File: src/rtl/cache_ctrl_pkg.sv
// Shared types for the cache controller: FSM states, way encoding and the
// pmem address-source selector values.
package cache_ctrl_pkg;

    typedef enum logic [1:0] {
        IDLE,
        COMPARE,
        WRITEBACK,
        ALLOCATE
    } state_e;

    typedef logic way_t;

    localparam logic ADDR_CPU    = 1'b0;
    localparam logic ADDR_VICTIM = 1'b1;

endpackage

File: src/rtl/cache_control_sat_counter.sv
// Saturating up-counter with synchronous clear; holds at all-ones once there.
module sat_counter #(
    parameter int W = 8
) (
    input  logic         clk,
    input  logic         rst_n,
    input  logic         clr,
    input  logic         inc,
    output logic [W-1:0] count
);

    logic [W-1:0] count_q, count_d;

    always_comb begin
        count_d = count_q;
        if (clr) begin
            count_d = '0;
        end else if (inc && (count_q != '1)) begin
            count_d = count_q + W'(1);
        end
    end

    always_ff @(posedge clk or negedge rst_n) begin
        if (!rst_n) begin
            count_q <= '0;
        end else begin
            count_q <= count_d;
        end
    end

    assign count = count_q;

endmodule

File: src/rtl/cache_control.sv
// Control FSM for the 2-way, 8-set cache: hit handling, dirty-victim writeback
// and line allocation. Optional performance counters under CACHE_CTRL_PERF_CNT_EN.
module cache_control
    import cache_ctrl_pkg::*;
#(
    parameter int PMEM_TIMEOUT = 255,
    parameter int PERF_W       = 32
) (
    input  logic              clk,
    input  logic              rst_n,
    input  logic              mem_read,
    input  logic              mem_write,
    output logic              mem_resp,
    input  logic              hit0,
    input  logic              hit1,
    input  logic              victim_way,
    input  logic              victim_dirty,
    output logic              lru_load,
    output logic              lru_in,
    output logic              way_sel,
    output logic              data_write,
    output logic              data_load,
    output logic              tag_load,
    output logic              valid_set,
    output logic              dirty_set,
    output logic              dirty_clr,
    output logic              pmem_addr_sel,
    output logic              pmem_read,
    output logic              pmem_write,
    input  logic              pmem_resp,
    output logic              pmem_timeout,
    output logic [PERF_W-1:0] hit_count,
    output logic [PERF_W-1:0] miss_count,
    output logic [PERF_W-1:0] wb_count
);

    localparam int TW = (PMEM_TIMEOUT > 0) ? $clog2(PMEM_TIMEOUT + 1) : 1;

    state_e        state_q, state_d;
    way_t          victim_q, victim_d;
    logic          tmo_q, tmo_d;
    logic          req, hit, waiting, reached;
    way_t          hw;
    logic [TW-1:0] tmo_cnt;

    assign req     = mem_read | mem_write;
    assign hit     = hit0 | hit1;
    assign hw      = hit1 & ~hit0;
    assign waiting = (state_q == WRITEBACK) || (state_q == ALLOCATE);

    always_ff @(posedge clk or negedge rst_n) begin
        if (!rst_n) begin
            state_q  <= IDLE;
            victim_q <= 1'b0;
            tmo_q    <= 1'b0;
        end else begin
            state_q  <= state_d;
            victim_q <= victim_d;
            tmo_q    <= tmo_d;
        end
    end

    // Wait-cycle counter restarts whenever the FSM changes state.
    sat_counter #(.W(TW)) u_tmo_cnt (
        .clk   (clk),
        .rst_n (rst_n),
        .clr   (state_d != state_q),
        .inc   (waiting & ~pmem_resp),
        .count (tmo_cnt)
    );

    assign reached      = (PMEM_TIMEOUT != 0) && (tmo_cnt == TW'(PMEM_TIMEOUT));
    assign tmo_d        = tmo_q | reached;
    assign pmem_timeout = tmo_q | reached;

    always_comb begin
        state_d       = state_q;
        victim_d      = victim_q;
        mem_resp      = 1'b0;
        lru_load      = 1'b0;
        lru_in        = 1'b0;
        way_sel       = 1'b0;
        data_write    = 1'b0;
        data_load     = 1'b0;
        tag_load      = 1'b0;
        valid_set     = 1'b0;
        dirty_set     = 1'b0;
        dirty_clr     = 1'b0;
        pmem_addr_sel = ADDR_CPU;
        pmem_read     = 1'b0;
        pmem_write    = 1'b0;
        unique case (state_q)
            IDLE: begin
                if (req) state_d = COMPARE;
            end
            COMPARE: begin
                if (!req) begin
                    state_d = IDLE;
                end else if (hit) begin
                    mem_resp   = 1'b1;
                    lru_load   = 1'b1;
                    lru_in     = hw;
                    way_sel    = hw;
                    data_write = mem_write;
                    dirty_set  = mem_write;
                    state_d    = IDLE;
                end else begin
                    victim_d = victim_way;
                    state_d  = victim_dirty ? WRITEBACK : ALLOCATE;
                end
            end
            WRITEBACK: begin
                pmem_write    = 1'b1;
                pmem_addr_sel = ADDR_VICTIM;
                way_sel       = victim_q;
                if (pmem_resp) begin
                    dirty_clr = 1'b1;
                    state_d   = ALLOCATE;
                end
            end
            ALLOCATE: begin
                pmem_read     = 1'b1;
                pmem_addr_sel = ADDR_CPU;
                way_sel       = victim_q;
                if (pmem_resp) begin
                    data_load = 1'b1;
                    tag_load  = 1'b1;
                    valid_set = 1'b1;
                    state_d   = COMPARE;
                end
            end
            default: state_d = IDLE;
        endcase
    end

    a_single_way_hit: assert property (@(posedge clk) disable iff (!rst_n)
        !((state_q == COMPARE) && req && hit0 && hit1));

`ifdef CACHE_CTRL_PERF_CNT_EN
    logic recheck_q;
    logic in_cmp;

    // The COMPARE right after an allocation is a re-check, not a new hit.
    always_ff @(posedge clk or negedge rst_n) begin
        if (!rst_n) begin
            recheck_q <= 1'b0;
        end else begin
            recheck_q <= (state_q == ALLOCATE) && pmem_resp;
        end
    end

    assign in_cmp = (state_q == COMPARE) && req;

    sat_counter #(.W(PERF_W)) u_hit_cnt (
        .clk(clk), .rst_n(rst_n), .clr(1'b0),
        .inc(in_cmp & hit & ~recheck_q), .count(hit_count)
    );
    sat_counter #(.W(PERF_W)) u_miss_cnt (
        .clk(clk), .rst_n(rst_n), .clr(1'b0),
        .inc(in_cmp & ~hit), .count(miss_count)
    );
    sat_counter #(.W(PERF_W)) u_wb_cnt (
        .clk(clk), .rst_n(rst_n), .clr(1'b0),
        .inc((state_q == WRITEBACK) & pmem_resp), .count(wb_count)
    );
`else
    assign hit_count  = '0;
    assign miss_count = '0;
    assign wb_count   = '0;
`endif

endmodule

File: config.mk
export PLATFORM = sky130hd
export DESIGN_NAME = cache_control
export DESIGN_NICKNAME = d
export VERILOG_FILES = /design/src/rtl/cache_ctrl_pkg.sv /design/src/rtl/cache_control_sat_counter.sv /design/src/rtl/cache_control.sv
export SDC_FILE = /design/constraint.sdc
export NUM_CORES = 1
export LEC_CHECK = 0
export ABC_CLOCK_PERIOD_IN_PS = 1600
export BUFFER_PORTS_ARGS = -buffer_cell sky130_fd_sc_hd__buf_2
export CAP_MARGIN = 20
export CORE_ASPECT_RATIO = 2
export CORE_MARGIN = 2
export CORE_UTILIZATION = 40
export CTS_BUF_LIST = sky130_fd_sc_hd__clkbuf_4 sky130_fd_sc_hd__clkbuf_8
export DETAILED_ROUTE_END_ITERATION = 10
export PLACE_DENSITY = 0.84
export SLEW_MARGIN = 20
export SYNTH_ARGS = -nofsm -noshare
export SYNTH_HDL_FRONTEND = slang
export SYNTH_SLANG_ARGS = --single-unit
File: constraint.sdc
create_clock -name clk -period 1.6 [get_ports clk]
set_input_delay 0.32 -clock clk [delete_from_list [all_inputs] [get_ports clk]]
set_output_delay 0.32 -clock clk [all_outputs]
set_load 0.05 [all_outputs]
==> impl_results.md, run 1 <==
* Peak Freq at 582 MHz
* Kind of critical path: reg2out
* Area of the core at 0.00361 sq mm
* Met3 WL post-DR at 314 um
* # H-tree levels at 1
* Met1 WL at 773 um
* # DRC at 0
* Pre-antenna DRT Iters at 4
* Yosys warning count at 0
* FF+latch area at 300 sq um
* Hold path cells at 2
* Final Instance Count excl. Fillers at 256
* Root Buffer: clkbuf_8
* Endpoint class of the critical path: output port
* Critical path required time at between 1 and 1.5 ns
* Starting Density at 41.8%
* Cell Chain, Critical Path: and2b_2 -> and4bb_2 -> a21o_2 -> buf_6
* Clk_lat worst skew at approximately 0.24 ns
* Minimum clock period at 1.72 ns
* Total number of vias at 999
* Failing checks: setup timing
* Cell count after placement at between 200 and 300
* Post-synth EDFFs at 0
* Slowest CP cell: dfrtp_1
* Max clock buf depth at 2
* Synth top cells by count: 103 x buf_4, 12 x dfrtp_1, 5 x and3_1, 5 x nor2_1, 4 x a211oi_1
* Arr. time, crit path at 1.40 ns
* Count of cell types in the netlist at 36
* Grt ovf at 0
* Pwr dens at 1460 mW/mm^2
* # diodes at 0
* RSZ-0062 raised after global routing: true
* GRT Util Overall at 10.7%
* Run status: finished with violations
* Post-synthesis async set-or-reset flop share at 100%
* Worst-path clk slew at around 0.05 ns
* CTS Buf Count at 3
* CTS tree: yes
* Final nets at 218
* Max incr delay on CP at 0.37 ns
* Type of origin of the critical path: flip-flop
* Primary FF master, synth: dfrtp_1
* Max IR drop VDD at around 0.00054 V
* Final setup viols at 3
* Yosys top cell area share at approximately 50%
* Final worst path period share at 107%
* Area grow syn2layout at -0.830%
* Clock tree sinks at 12
* First-pass GRT wire length at between 3 and 4 mm
* Worst-path maximum fanout at 5
* P_leak at slightly above 0.0008 uW
* Final WL at 2.54 mm
* Worst R2R Path Depth at 5
* Hold Violations, Final at 0
* Die Area at 0.00431 sq mm
* Area contributors post-synth: buf_4 51%, dfrtp_1 20%, and3_1 2.1%
* Min-Delay Path Class: in2reg
* Pin count of the biggest net entering global routing at 13
* DR WL/cell at 9.93 um
* Initial antenna violation count at 0
* Num ports at around 120
* Cell accounting for the most synthesized area: buf_4
* Vias per cell at 3.90
* Max Used Layer: met4
* Filler cells at 368
* Post-Syn Area per Cell at 8.47 sq um
* Mapped Area at 0.00151 sq mm
* Slew Viols, Final at 0
* Post-DP HPWL at between 1.5 and 2 mm
* Clk_skew at between 0.007 and 0.008 ns
* Die Wd at 47.4 um
* Count leader, synth: buf_4
* # rows at 31
* Wire length on met2 at 1.41 mm
* Post-place setup slack at 0.0774 ns
* Port Buffers at 22
* Drt initial violations at 6
* Die Height at 90.8 um
* Share of cells above drive strength 1 at 25.1%
* Cells after synthesis at around 180
* Design Power at 2190 uW
* Vias in the first global route at roughly 770
* Fin worst setup slack at -0.119 ns
* Area of the multi-input gates at 802 sq um
* Max-cap check violation count at 0
* Remaining antenna violation count at 0
* Seq/Total Area, Yosys at between 10% and 20%
* Routability congestion estimate at 0.860
* Final design utilization at 41.4%
* Synthesis-stage register bit count at 12
==> report_power, final <==
group          leakage (uW)  total, uW  switching (uW)  internal [uW]
registers          0.000161        381            25.4            355
clock network     0.0000288        323             106            217
logic              0.000634       1480            1130            355
==> cell usage in the layout (no fill, tap or decap), types with 2 or more instances in the layout <==
master	synthesis	final
buf_4	103	12
nor2_1	5	4
o21ai_0	2	2
clkbuf_8	0	4
conb_1	1	96
buf_2	0	15
and3_1	5	4
inv_1	3	3
dfrtp_1	12	12
a41oi_1	2	2
nor3_1	3	3
buf_8	0	3
nand2_1	3	3
nand3b_1	3	3
mux2i_1	2	2
buf_6	2	4
a21oi_1	3	3
a211oi_1	4	4
==> what timing repair did <==
item                       CTS  global route
setup endpoints to repair    8             8
hold endpoints to repair    12             0
gates resized for setup     14             8
pin swaps                    0             3
cloned                       0             0
hold buffers                 1             0
setup buffers                0             1
==> final timing paths <==
path	startpoint	end	slack, ns
setup / recovery	state_q[0]	way_sel	-0.12
hold / removal	victim_way	victim_q	0.32
setup reg to reg	u_tmo_cnt.count[1]	u_tmo_cnt.count[6]	0.19
hold reg to reg	tmo_q	tmo_q	0.47
max in group asynchronous	rst_n	u_tmo_cnt.count[1]	0.86
min in group asynchronous	rst_n	u_tmo_cnt.count[7]	0.51
==> kinds of logic after synthesis <==
family	after synthesis	synth area share, %
buffers and inverters	108	53.5
AND/OR/NAND/NOR	33	13.8
AO/OA/AOI/OAI	20	9.63
flip-flops	12	19.9
multiplexers	3	2.07
adder cells (fa/ha/maj)	1	0.830
other	1	0.249
==> routing by layer <==
metal,vias to the layer above,track usage (%)
li1,450,-
met1,458,8.65
met2,87,20.2
met3,4,1.80
met4,0,6.71
met5,-,0
==> critical path, delay by kind of cell (launching register included) <==
kind            cells  cell delay [ns]
simple gates        2             0.46
flops               1             0.37
compound gates      1             0.19
buf+inv             1             0.15
==> through the flow <==
step	hold slack [ns]	setup TNS, ns	area [sq um]
final	0.319	-0.226	1500
after global routing	0.316	-0.678	1500
after CTS	0.316	-0.271	1470
after detailed placement	0.216	0	1360
after global placement	0.214	0	1360
after floorplan	0.0244	-0.488	1900
==> cell type report <==
| class | instances | share of cell area [%] |
|---|---|---|
| tap | 49 | 4.10 |
| timing repair buffer | 35 | 17.7 |
| multi-input combinational | 153 | 53.6 |
| sequential | 12 | 20.1 |
| clock buffer | 4 | 3.68 |
| inverter | 3 | 0.753 |
==> flip-flops by register name (all words and copies together), names as in the netlist <==
name and flops:
u_tmo_cnt.count 8, tmo_q 1, state_q 2, victim_q 1
Note: power is estimated with default switching activity, not from simulation.
==> run 2: changes to the inputs <==
MAX_ROUTING_LAYER = met4   (was default)
REMOVE_ABC_BUFFERS = 1   (was default)
==> impl_results.md, run 2 (synthesis gave the netlist of run 1 again) <==
* P_leak at 0.000865 uW (was 0.000824 uW)
* Critical path required time at 1.28 ns (about the same)
* Port Buffers at 22 (unchanged)
* Final Instance Count excl. Fillers at 262 (was 256)
* Fin worst setup slack at -0.191 ns (was -0.119 ns)
* Max IR drop VDD at 0.00125 V (was 0.000539 V)
* Pwr dens at 1510 mW/mm^2 (was 1460 mW/mm^2)
* RSZ-0062 raised after global routing: true (unchanged)
* Peak Freq at 558 MHz (was 582 MHz)
* Final worst path period share at 112% (was 107%)
* Max-cap check violation count at 0 (unchanged)
* Hold worst-path end: victim_q (unchanged)
* Max clock buf depth at 2 (unchanged)
* Worst-path clk slew at 0.06 ns (was 0.05 ns)
* DR WL/cell at 12.2 um (was 9.93 um)
* # rows at 31 (unchanged)
* Endpoint class of the critical path: output port (unchanged)
* Die Area at 0.00431 sq mm (unchanged)
* Initial antenna violation count at 0 (unchanged)
* Die Wd at 47.4 um (unchanged)
* Routability congestion estimate at 0.891 (was 0.860)
* Worst-path maximum fanout at 5 (unchanged)
* GRT Util Overall at 14.7% (was 10.7%)
* Worst R2R Path Depth at 5 (unchanged)
* Final hold slack at 0.328 ns (was 0.319 ns)
* # DRC at 0 (unchanged)
* Pre-antenna DRT Iters at 4 (unchanged)
* First-pass GRT wire length at 4.53 mm (was 3.32 mm)
* Setup slack, reg-to-reg at 0.07 ns (was 0.19 ns)
* Post-DP HPWL at 2.10 mm (was 2.00 mm)
* Minimum clock period at 1.79 ns (was 1.72 ns)
* Vias in the first global route at 935 (was 772)
* Root Buffer: clkbuf_8 (unchanged)
* # H-tree levels at 1 (unchanged)
* Type of origin of the critical path: flip-flop (unchanged)
* Clock tree sinks at 12 (unchanged)
* Commonest non-fill, non-tap cells in the layout: 96 x conb_1, 19 x buf_4, 12 x dfrtp_1 (was 96 x conb_1, 15 x buf_2, 12 x buf_4, 12 x dfrtp_1)
* Cell count after placement at 250 (was 251)
* Final nets at 224 (was 218)
* Kind of critical path: reg2out (unchanged)
* Most common cell after layout, fill and taps aside: conb_1 (unchanged)
* Area of the core at 0.00361 sq mm (unchanged)
* Total number of vias at 1,105 (was 999)
* Num ports at 119 (unchanged)
* Min-Delay Path Class: in2reg (unchanged)
* Grt ovf at 0 (unchanged)
* Drt initial violations at 44 (was 6)
* Hold path cells at 2 (unchanged)
* Final WL at 3.20 mm (was 2.54 mm)
* Run status: finished with violations (unchanged)
* Worst Hold Launch: victim_way (unchanged)
* Vias per cell at 4.22 (was 3.90)
* Starting Density at 41.8% (unchanged)
* # diodes at 0 (unchanged)
* Clk_lat worst skew at 0.24 ns (about the same)
* CTS Buf Count at 3 (unchanged)
* FF-to-FF End: u_tmo_cnt.count[2] (was u_tmo_cnt.count[6])
* Pin count of the biggest net entering global routing at 13 (unchanged)
* Clk_skew at 0.000780 ns (was 0.00758 ns)
* CTS tree: yes (unchanged)
* Share of cells above drive strength 1 at 27.7% (was 25.1%)
* Design Power at 2390 uW (was 2190 uW)
* Failing checks: setup timing (unchanged)
* Die Height at 90.8 um (unchanged)
* Arr. time, crit path at 1.47 ns (was 1.40 ns)
* Slew Viols, Final at 0 (unchanged)
* Worst R2R Start: state_q[1] (was u_tmo_cnt.count[1])
* Final setup viols at 9 (was 3)
* Area grow syn2layout at 4.56% (was -0.830%)
* Max reg flops at 8 (unchanged)
* Hold Violations, Final at 0 (unchanged)
* Remaining antenna violation count at 0 (unchanged)
[run 2: changes by cell type in the layout (fill, tap and decap cells not counted), sizes merged]
cell	previous run	this run
buf	34	40
[run 2: worst max-delay path: stages, from the launching register on]
cell      delay [ns]
dfrtp_1         0.40
and2b_2         0.27
and4bb_2        0.27
a21o_1          0.13
buf_6           0.16
[run 2: area by class of cell]
cell class / count / area (sq um)
multi-input combinational: 153 / 801
timing repair buffer: 41 / 348
inverter: 3 / 11.3
fill: 341 / 2030
sequential: 12 / 300
tap: 49 / 61.3
clock buffer: 4 / 55.1
[run 2: power by group]
group / internal (uW) / leakage, uW / switching [uW]
Clock: 218 / 0.0000288 / 123
Sequential: 355 / 0.000161 / 32.3
Combinational: 466 / 0.000676 / 1190
[run 2: worst max-delay path by stage]
stage | startpoint | endpoint | slack [ns]
after global placement | mem_read | way_sel | 0.1
final | state_q[1] | way_sel | -0.19
after CTS | state_q[1] | way_sel | -0.12
after global routing | state_q[1] | way_sel | -0.21
after floorplan | state_q[1] | lru_load | -1.61
after detailed placement | state_q[1] | way_sel | 0.09
[run 2: through the flow]
stage	area [sq um]	worst slack, ns	utilization [%]	setup TNS [ns]
2_1_floorplan	1070	-1.61	-	-8.78
3_3_place_gp	1320	0.0972	36.7	0
3_5_place_dp	1320	0.0902	36.7	0
4_1_cts	1470	-0.121	40.6	-0.419
5_1_grt	1580	-0.206	43.7	-1.12
6_report	1580	-0.191	43.7	-0.930
[run 2: layer usage]
layer,part of all wire [%],track usage (%),up-vias
li1,-,-,468
met1,31,15.2,518
met2,55,25.2,112
met3,11,1.80,7
met4,2.0,7.18,0
met5,0,-,-
[run 2: timing repair]
item,CTS,global route
pin swaps,0,1
setup endpoints to repair,10,12
buffers inserted,2,5
endpoints found under the hold margin,12,0
resized for setup,19,26
hold buffers,1,0
